File: src/rtl/quantum_scheduler.sv
// Time-slice preemption controller: counts user-mode ticks against a programmable quantum and
// raises a level interrupt on expiry. Optional saturating expiry counter under QUANTUM_STATS_EN.
module quantum_scheduler #(
  parameter int QUANTUM_WIDTH   = 16,
  parameter int DEFAULT_QUANTUM = 1024,
  parameter int STAT_WIDTH      = 8
) (
  input  logic                     clock,
  input  logic                     reset,
  input  logic                     is_Bios,
  input  logic                     is_kernel,
  input  logic                     enable,
  input  logic                     cfg_we,
  input  logic                     cfg_arm,
  input  logic [QUANTUM_WIDTH-1:0] cfg_quantum,
  input  logic                     irq_ack,
  output logic                     interruption,
  output logic                     armed,
  output logic [QUANTUM_WIDTH-1:0] remaining,
`ifdef QUANTUM_STATS_EN
  output logic [STAT_WIDTH-1:0]    preempt_count,
`endif
  output logic [1:0]               state_dbg
);

  typedef enum logic [1:0] {
    IDLE = 2'd0,
    RUN  = 2'd1,
    PEND = 2'd2,
    PRIV = 2'd3
  } state_t;

  state_t                   state_q, state_d;
  logic [QUANTUM_WIDTH-1:0] quantum_q, quantum_d;
  logic [QUANTUM_WIDTH-1:0] remaining_q, remaining_d;
  logic                     irq_q, irq_d;
  logic                     armed_q, armed_d;
  logic                     priv;

  assign priv = is_Bios | is_kernel;

  always_ff @(posedge clock) begin
    if (!reset) begin
      state_q     <= IDLE;
      quantum_q   <= QUANTUM_WIDTH'(DEFAULT_QUANTUM);
      remaining_q <= '0;
      irq_q       <= 1'b0;
      armed_q     <= 1'b0;
    end else begin
      state_q     <= state_d;
      quantum_q   <= quantum_d;
      remaining_q <= remaining_d;
      irq_q       <= irq_d;
      armed_q     <= armed_d;
    end
  end

  always_comb begin
    state_d     = state_q;
    quantum_d   = quantum_q;
    remaining_d = remaining_q;
    irq_d       = irq_q;
    armed_d     = armed_q;
    if (cfg_we) begin
      quantum_d = cfg_quantum;
      if (!cfg_arm || cfg_quantum == '0) begin
        // A disarm (or a zero quantum) wins over everything, including a pending irq.
        state_d     = IDLE;
        armed_d     = 1'b0;
        irq_d       = 1'b0;
        remaining_d = '0;
      end else begin
        armed_d = 1'b1;
        case (state_q)
          IDLE: begin
            state_d     = PRIV;
            remaining_d = cfg_quantum;
          end
          RUN, PRIV: remaining_d = cfg_quantum;
          default: ;
        endcase
      end
    end else begin
      case (state_q)
        PRIV: begin
          remaining_d = quantum_q;
          if (!priv) state_d = RUN;
        end
        RUN: begin
          if (priv) begin
            state_d     = PRIV;
            remaining_d = quantum_q;
          end else if (enable) begin
            if (remaining_q <= QUANTUM_WIDTH'(1)) begin
              state_d     = PEND;
              irq_d       = 1'b1;
              remaining_d = '0;
            end else begin
              remaining_d = remaining_q - QUANTUM_WIDTH'(1);
            end
          end
        end
        PEND: begin
          if (irq_ack) begin
            state_d     = PRIV;
            irq_d       = 1'b0;
            remaining_d = quantum_q;
          end
        end
        default: ;
      endcase
    end
  end

`ifdef QUANTUM_STATS_EN
  logic [STAT_WIDTH-1:0] count_q;

  // Only the RUN branch can reach PEND, so this is exactly the expiry event.
  always_ff @(posedge clock) begin
    if (!reset) begin
      count_q <= '0;
    end else if (state_q == RUN && state_d == PEND && count_q != '1) begin
      count_q <= count_q + STAT_WIDTH'(1);
    end
  end

  assign preempt_count = count_q;
`endif

  assign interruption = irq_q;
  assign armed        = armed_q;
  assign remaining    = remaining_q;
  assign state_dbg    = state_q;

endmodule

File: config.mk
export PLATFORM = sky130hd
export DESIGN_NAME = quantum_scheduler
export DESIGN_NICKNAME = d
export VERILOG_FILES = /design/src/rtl/quantum_scheduler.sv
export SDC_FILE = /design/constraint.sdc
export NUM_CORES = 1
export LEC_CHECK = 0
export CAP_MARGIN = 20
export CORE_MARGIN = 2
export CORE_UTILIZATION = 38
export DETAILED_ROUTE_END_ITERATION = 16
export SYNTH_ARGS = -nofsm -noshare
export SYNTH_HDL_FRONTEND = slang
export SYNTH_SLANG_ARGS = --single-unit
File: constraint.sdc
create_clock -name clock -period 2.9 [get_ports clock]
set_clock_uncertainty 0.05 [all_clocks]
set_input_delay 0.725 -clock clock [delete_from_list [all_inputs] [get_ports clock]]
set_output_delay 0.725 -clock clock [all_outputs]
set_load 0.005 [all_outputs]
==> results of run 1 <==
## state kept, by name, summed over array words and instances, names as in the netlist
signal,count
quantum_q,16
remaining,16
state_dbg,2
armed,1
interruption,1
## cell usage after synthesis, drive strengths merged, types with 8 or more instances
master and n:
a21oi 12, a31oi 11, a32o 10, and3 8
clkbuf 11, dfxtp 36, mux2i 12, nand2 14
nor2 25, o21ai 26
## final cells by class
| type | count | area share |
|---|---|---|
| clock buffers | 6 | 0.0258 |
| clock inverters | 1 | 0.00178 |
| inverters | 7 | 0.00935 |
| multi-input cells | 201 | 0.478 |
| flip-flops and latches | 36 | 0.257 |
| well taps | 72 | 0.0321 |
| repair buffers | 59 | 0.196 |
## stage by stage
step / utilization / instance area, µm² / total power [W] / setup slack, ns
2_1_floorplan: - / 2200 / 0.00123 / 0.437
3_3_place_gp: 0.493 / 2730 / 0.00158 / 0.0888
3_5_place_dp: 0.493 / 2730 / 0.00158 / 0.0681
4_1_cts: 0.507 / 2810 / 0.00193 / 0.142
5_1_grt: 0.507 / 2810 / 0.00206 / 0.0298
6_report: 0.507 / 2810 / 0.00193 / 0.153
## placed cells by master (no fill, tap or decap), drive strengths merged, types with 4 or more instances in the layout
master	Yosys	routed
nor2	25	25
and3	8	8
ha	7	7
dfxtp	36	36
a21oi	12	12
o21a	6	6
o21ai	26	26
nand2b	4	4
clkbuf	11	6
a31oi	11	11
nor2b	6	6
o31ai	4	4
nand2	14	14
inv	7	7
mux2i	12	12
clkdlybuf4s50	0	43
nor3	7	7
a32o	10	10
nor4	7	7
buf	5	16
## routing by layer
| metal | share of wire | up-vias |
|---|---|---|
| met2 | 0.46 | 72 |
| li1 | - | 1089 |
| met4 | 0.024 | 0 |
| met5 | 0 | - |
| met3 | 0.057 | 14 |
| met1 | 0.46 | 1026 |
## logic make-up (layout without fill, tap and decap cells)
family                     count (synthesis)  count (layout)
DFF                                       36              36
AOI/OAI and AO/OA                         92              92
and+or+nand+nor                           90              90
buffers and inverters                     23              73
adders and majority gates                  7               7
muxes                                     12              12
## worst paths after layout
check | start | end | cells after the start
worst max-delay path | remaining[8]$_SDFFE_PN0P_ | remaining[3]$_SDFFE_PN0P_ | 5
worst min register to register | quantum_q[3]$_SDFFE_PN0P_ | quantum_q[3]$_SDFFE_PN0P_ | 2
worst min-delay path | quantum_q[3]$_SDFFE_PN0P_ | quantum_q[3]$_SDFFE_PN0P_ | 2
worst max register to register | remaining[8]$_SDFFE_PN0P_ | remaining[3]$_SDFFE_PN0P_ | 5
## worst max-delay path: stages, from the launching register on
cell and delay [ns]:
dfxtp_1 0.31, or4_4 0.57, or4b_1 0.60, o21ai_4 0.58, o221ai_1 0.27, a32o_1 0.25
## report_power, final
part | internal (W) | total [W] | switching (W)
logic | 0.000439 | 0.000948 | 0.000509
clock network | 0.000163 | 0.000343 | 0.000179
registers | 0.000562 | 0.000636 | 0.0000740
total | 0.00116 | 0.00193 | 0.000763
==> run metrics, run 1 <==
crit path kind flip-flop to flip-flop; largest net degree at the start of global routing 29; status completed; #FFs+latches synth 36; Overflow after GRT 0; TritonCTS Sinks 36; Pre-antenna DRT Iters 5; I/O Buffers 43; Post-Syn Area roughly 2200 µm²; Clk Latency, worst-skew pair 0.29 ns; Residual DRC 0; mux contribution to synthesized area 0.0546; GRT Resource Usage Total 0.204; ant diodes 0; post-synthesis compound-gate area fraction 0.297; die area 6420 µm²; chip width 80.1 µm; vias per inst 5.76; M2 GR Usage 0.321; Nets 341; Least-Margin Pin Slew 0.690 ns; Yosys cell types between 50 and 60; Worst slew margin 0.539; maximum VDD drop 0.289 mV; buffer depth of the longest clock path 2; Cells after Synth 260; Post-Syn Nets 291; register area 721 µm²; io pins 44; met1 Use GR 0.273; final wirelength 6.40 mm; Yosys top cell by area dfxtp_1; cts bufs inserted 5; Synth async-reset ratio 0; yosys warns 0; largest family of logic cells by synthesized area compound AO/OA/AOI/OAI gates; Min Hold Slack between 0.4 and 0.5 ns; final worst-path cycle share 0.947; Highest Clock Rate 364 MHz; Post-Synth Simple-Gate Area 0.219; Layout area overhead 27.6%; DR vias roughly 2200; syn_area_per_cell ~8.5 µm²; cts hold-fix bufs 0; Final ANT Viol Nets 0; Fin. Hold Viols 0; crit end category flip-flop; post-CTS setup buffer count 0; reg-to-reg slack, setup 0.15 ns; Most Crowded Layer GR met2; Initial Util 0.397; routability cong. between 0.8 and 0.9; final std cells w/o fill 382; Fill cells 554; Synth top area share 0.327; CTS tree yes; placed wire-length estimate 4.61 mm; first-pass GRT wire length 10.1 mm; Tmin final 2.75 ns; CP Data Required Time 3.04 ns; H-tree depth 2; element type at the critical path start flip-flop; Primary FF master, synth dfxtp_1; GR Util met3 0.0427; chip height 80.1 µm; Pwr Density 686 nW/µm²; RSZ-0062 raised after global routing no; clock root buffer clkbuf_8; area of the multi-input gates around 1300 µm²; Final TNS setup 0 ns; post-cts resize count 0; placed insts 375; Clk pin slew, worst setup/hold paths 0.07 ns; Hold Crit Class flip-flop to flip-flop; number of synthesized flops with an enable pin 0; drt wl/cell 16.7 µm; initial DRC count 146; Critical Path Fanout Max 28; max-cap violation count 0; vias in the first global route 2014; Setup violations, final 0; adder-cell share of the synthesized area 0.0398; Pleak 1.11 nW; max-slew violations 0; CP Data Arrival Time 2.89 ns; initial antenna violation count 0; Seq/Total Area, Yosys 0.327; core area approximately 5500 µm²; Area contributors post-synth dfxtp_1 (33%), mux2i_1 (5.5%), nor2_1 (4.3%), a32o_1 (4.1%), o21ai_0 (4.1%); Core Rows 27; post-synthesis xor/xnor area fraction 0; share of cells above drive strength 1 0.100
(Power assumes the default switching activity.)
==> run 2: changes to the inputs <==
--- a/config.mk
+++ b/config.mk
@@ -5,10 +5,11 @@
 export SDC_FILE = /design/constraint.sdc
 export NUM_CORES = 1
 export LEC_CHECK = 0
-export CAP_MARGIN = 20
+export CAP_MARGIN = 0
 export CORE_MARGIN = 2
 export CORE_UTILIZATION = 38
 export DETAILED_ROUTE_END_ITERATION = 16
+export REMOVE_ABC_BUFFERS = 1
 export SYNTH_ARGS = -nofsm -noshare
 export SYNTH_HDL_FRONTEND = slang
 export SYNTH_SLANG_ARGS = --single-unit
==> run metrics, run 2 (synthesis gave the netlist of run 1 again) <==
status completed; io pins 44; Clk pin slew, worst setup/hold paths 0.07 ns; max-slew violations 0; Least-Margin Pin Slew 0.507 ns; maximum VDD drop roughly 0.31 mV; placed insts roughly 380; share of cells above drive strength 1 0.115; Nets 345; Critical Path Max Stage Delay 0.60 ns; crit end category flip-flop; largest net degree at the start of global routing 32; Residual DRC 0; initial DRC count between 100 and 150; core area between 5000 and 6000 µm²; CP max stage cell or4b_1; DR vias 2231; Final TNS setup 0 ns; most frequent cells in the layout clkdlybuf4s50_1 (43), dfxtp_1 (36), nor2_1 (25); GRT Resource Usage Total 0.205; CP cell instances or4_4 -> or4b_1 -> o21ai_4 -> buf_4 -> o21ai_0 -> a32o_1; chip width 80.1 µm; vias in the first global route about 2000; element type at the critical path start flip-flop; final worst-path cycle share 0.914; Fill cells 586; vias per inst 5.78; clock root buffer clkbuf_8; max-cap violation count 0; Core Rows 27; post-cts resize count 0; placed wire-length estimate between 4 and 5 mm; routability cong. between 0.8 and 0.9; I/O Buffers 43; Tmin final 2.65 ns; Pleak 1.14 nW; Overflow after GRT 0; CP Data Required Time 3.03 ns; final std cells w/o fill 386; Layout area overhead 30.4%; Pwr Density 696 nW/µm²; cts hold-fix bufs 0; Setup violations, final 0; chip height ~80 µm; post-CTS setup buffer count 0; cts bufs inserted 5; drt wl/cell ~16 µm; Highest Clock Rate approximately 380 MHz; Clk Latency, worst-skew pair 0.29 ns; Final ANT Viol Nets 0; TritonCTS Sinks 36; crit path kind flip-flop to flip-flop; H-tree depth 2; Fin. Hold Viols 0; Critical Path Fanout Max 18; RSZ-0062 raised after global routing no; final wirelength 6.31 mm; initial antenna violation count 0; die area 6420 µm²; Initial Util 0.397; CP Data Arrival Time 2.78 ns; most common cell after layout, fill and taps aside clkdlybuf4s50_1; Pre-antenna DRT Iters 4; Hold Crit Class flip-flop to flip-flop; Worst slew margin 0.661; buffer depth of the longest clock path 2; Min Hold Slack 0.426 ns; first-pass GRT wire length about 10 mm; CTS tree yes; ant diodes 0
## run 2: cell types whose count changed in the layout (fill, tap and decap cells not counted)
cell / before / now
buf_12: 0 / 1
clkbuf_8: 5 / 7
clkinv_2: 1 / 0
clkbuf_1: 1 / 0
buf_4: 16 / 19
## run 2: final timing paths
path,startpoint,to,slack [ns],cells past startpoint
hold reg to reg,quantum_q[3]$_SDFFE_PN0P_,quantum_q[3]$_SDFFE_PN0P_,0.43,2
hold / removal,quantum_q[3]$_SDFFE_PN0P_,quantum_q[3]$_SDFFE_PN0P_,0.43,2
setup reg to reg,remaining[8]$_SDFFE_PN0P_,remaining[7]$_SDFFE_PN0P_,0.25,6
setup / recovery,remaining[8]$_SDFFE_PN0P_,remaining[7]$_SDFFE_PN0P_,0.25,6
## run 2: area by class of cell
cell class / instances / area, µm² / area share
Sequential cell: 36 / 721 / 0.251
Timing Repair Buffer: 63 / 593 / 0.207
Clock buffer: 7 / 96.3 / 0.0336
Multi-Input combinational cell: 201 / 1340 / 0.468
Tap cell: 72 / 90.1 / 0.0314
Inverter: 7 / 26.3 / 0.00915
## run 2: report_power, final
group          internal, W  total [W]  switching (W)  leakage, nW
registers         0.000563   0.000635      0.0000723        0.296
logic             0.000459   0.000972       0.000513        0.794
clock network     0.000212   0.000390       0.000178       0.0503
total              0.00123    0.00200       0.000763         1.14
## run 2: through the flow
stage / power (W) / worst slack (ns) / util / instance area (µm²)
global route: 0.00215 / 0.132 / 0.518 / 2870
detailed placement: 0.00161 / 0.0986 / 0.501 / 2770
global placement: 0.00161 / 0.113 / 0.501 / 2770
floorplan: 0.00120 / 0.158 / - / 2090
finish: 0.00200 / 0.251 / 0.518 / 2870
CTS: 0.00201 / 0.240 / 0.518 / 2870
## run 2: metal layers
layer | up-vias | part of all wire | track usage
li1 | 1098 | - | -
met1 | 1064 | 0.45 | 0.267
met2 | 60 | 0.47 | 0.338
met3 | 9 | 0.049 | 0.0337
met4 | 0 | 0.023 | 0.0780
met5 | - | 0 | 0
## run 2: critical path: cells and delay by family, from the launching register on
kind,cells,cell delay (ns)
buf+inv,1,0.23
flops,1,0.32
compound gates,3,0.81
simple gates,2,1.14
==> run 3: changes to the inputs <==
--- a/config.mk
+++ b/config.mk
@@ -9,6 +9,7 @@
 export CORE_MARGIN = 2
 export CORE_UTILIZATION = 38
 export DETAILED_ROUTE_END_ITERATION = 16
+export PLACE_DENSITY = 0.59
 export REMOVE_ABC_BUFFERS = 1
 export SYNTH_ARGS = -nofsm -noshare
 export SYNTH_HDL_FRONTEND = slang
==> run metrics, run 3 (synthesis gave the netlist of run 1 again) <==
status completed; Pleak between 1 and 1.5 nW; FF-to-FF path depth 5; Final ANT Viol Nets 0; Tmin final 2.74 ns; Clk Latency, worst-skew pair 0.29 ns; Flop pwr share 0.326; Least-Margin Pin Slew 0.703 ns; final std cells w/o fill between 300 and 400; Layout area overhead 28.4%; placed wire-length estimate 4.61 mm; cts hold-fix bufs 0; H-tree depth 2; initial antenna violation count 0; max-cap violation count 0; post-CTS setup buffer count 0; io pins 44; Core Rows 27; final worst-path cycle share 0.946; chip width 80.1 µm; GRT Resource Usage Total 0.213; hold path depth 2; Net Sw Power 0.000767 W; Pwr Density 695 nW/µm²; chip height 80.1 µm; Pre-antenna DRT Iters 4; placed insts about 370; sw frac 0.391; crit path kind flip-flop to flip-flop; vias in the first global route 2101; P_int 0.00120 W; Worst R2R Start remaining[8]$_SDFFE_PN0P_; crit end category flip-flop; post-cts resize count 0; initial DRC count 117; power share of the combinational group 0.483; RSZ-0062 raised after global routing no; largest net degree at the start of global routing 32; most frequent cells in the layout clkdlybuf4s50_1 (43), dfxtp_1 (36), nor2_1 (25); maximum VDD drop 0.345 mV; DP Area 2740 µm²; Clk pin slew, worst setup/hold paths 0.07 ns; I/O Buffers 43; Overflow after GRT 0; max-slew violations 0; CTS tree yes; DR vias between 2000 and 2500; first-pass GRT wire length roughly 11 mm; element type at the critical path start flip-flop; Worst Hold Launch quantum_q[2]$_SDFFE_PN0P_; CP Data Required Time 3.03 ns; total power 0.00196 W; clock root buffer clkbuf_8; Clk network pwr share 0.191; Worst slew margin 0.530; drt wl/cell 16.8 µm; Design Area, Final 2830 µm²; TritonCTS Sinks 36; vias per inst 5.81; ant diodes 0; core area 5540 µm²; Nets 340; most common cell after layout, fill and taps aside clkdlybuf4s50_1; die area around 6400 µm²; buffer depth of the longest clock path 2; Critical Path Fanout Max 28; share of cells above drive strength 1 0.0968; Hold Crit Class flip-flop to flip-flop; cts bufs inserted 5; Setup violations, final 0; routability cong. 0.784; Initial Util 0.397; CP Data Arrival Time about 2.9 ns; Residual DRC 0; final wirelength 6.41 mm; CP Launch Point remaining[8]$_SDFFE_PN0P_; Final TNS setup 0 ns; Fin. Hold Viols 0; Highest Clock Rate 364 MHz
==> run 3: metrics by stage <==
step	hold WS [ns]	setup WS, ns	util
final	0.427	0.155	0.510
after global routing	0.463	0.0227	0.510
after CTS	0.430	0.135	0.510
after detailed placement	0.412	0.0474	0.494
after global placement	0.406	0.0814	0.494
after floorplan	0.391	0.158	-
==> run 3: final timing paths <==
| check | end | slack (ns) |
|---|---|---|
| min | quantum_q[2]$_SDFFE_PN0P_ | 0.43 |
| max reg2reg | remaining[7]$_SDFFE_PN0P_ | 0.16 |
| max | remaining[7]$_SDFFE_PN0P_ | 0.16 |
| min reg2reg | quantum_q[2]$_SDFFE_PN0P_ | 0.43 |
==> run 3: routing by layer <==
layer,share of wire,GRT usage
met1,0.47,0.281
met2,0.47,0.351
met3,0.049,0.0416
met4,0.016,0.0644
met5,0,0
==> run 3: final cells by class <==
class                   instances  area, µm²
clock buffers                   8       90.1
fillers                       550       2710
inverters                       7       26.3
multi-input cells             201       1340
flip-flops and latches         36        721
well taps                      72       90.1
repair buffers                 58        556
==> run 3: power by group through the flow <==
stage	logic (W)	registers (W)	clock network, W
after floorplan	0.000559	0.000642	0
after global placement	0.000933	0.000648	0
after detailed placement	0.000942	0.000649	0
after CTS	0.000947	0.000639	0.000380
after global routing	0.00106	0.000651	0.000412
final	0.000948	0.000640	0.000375
==> run 3: critical path, cell delays in order, from the launching register on <==
cell     delay (ns)
dfxtp_1        0.32
or4_4          0.58
or4b_1         0.60
o21ai_4        0.59
o21ai_0        0.20
a32o_1         0.29
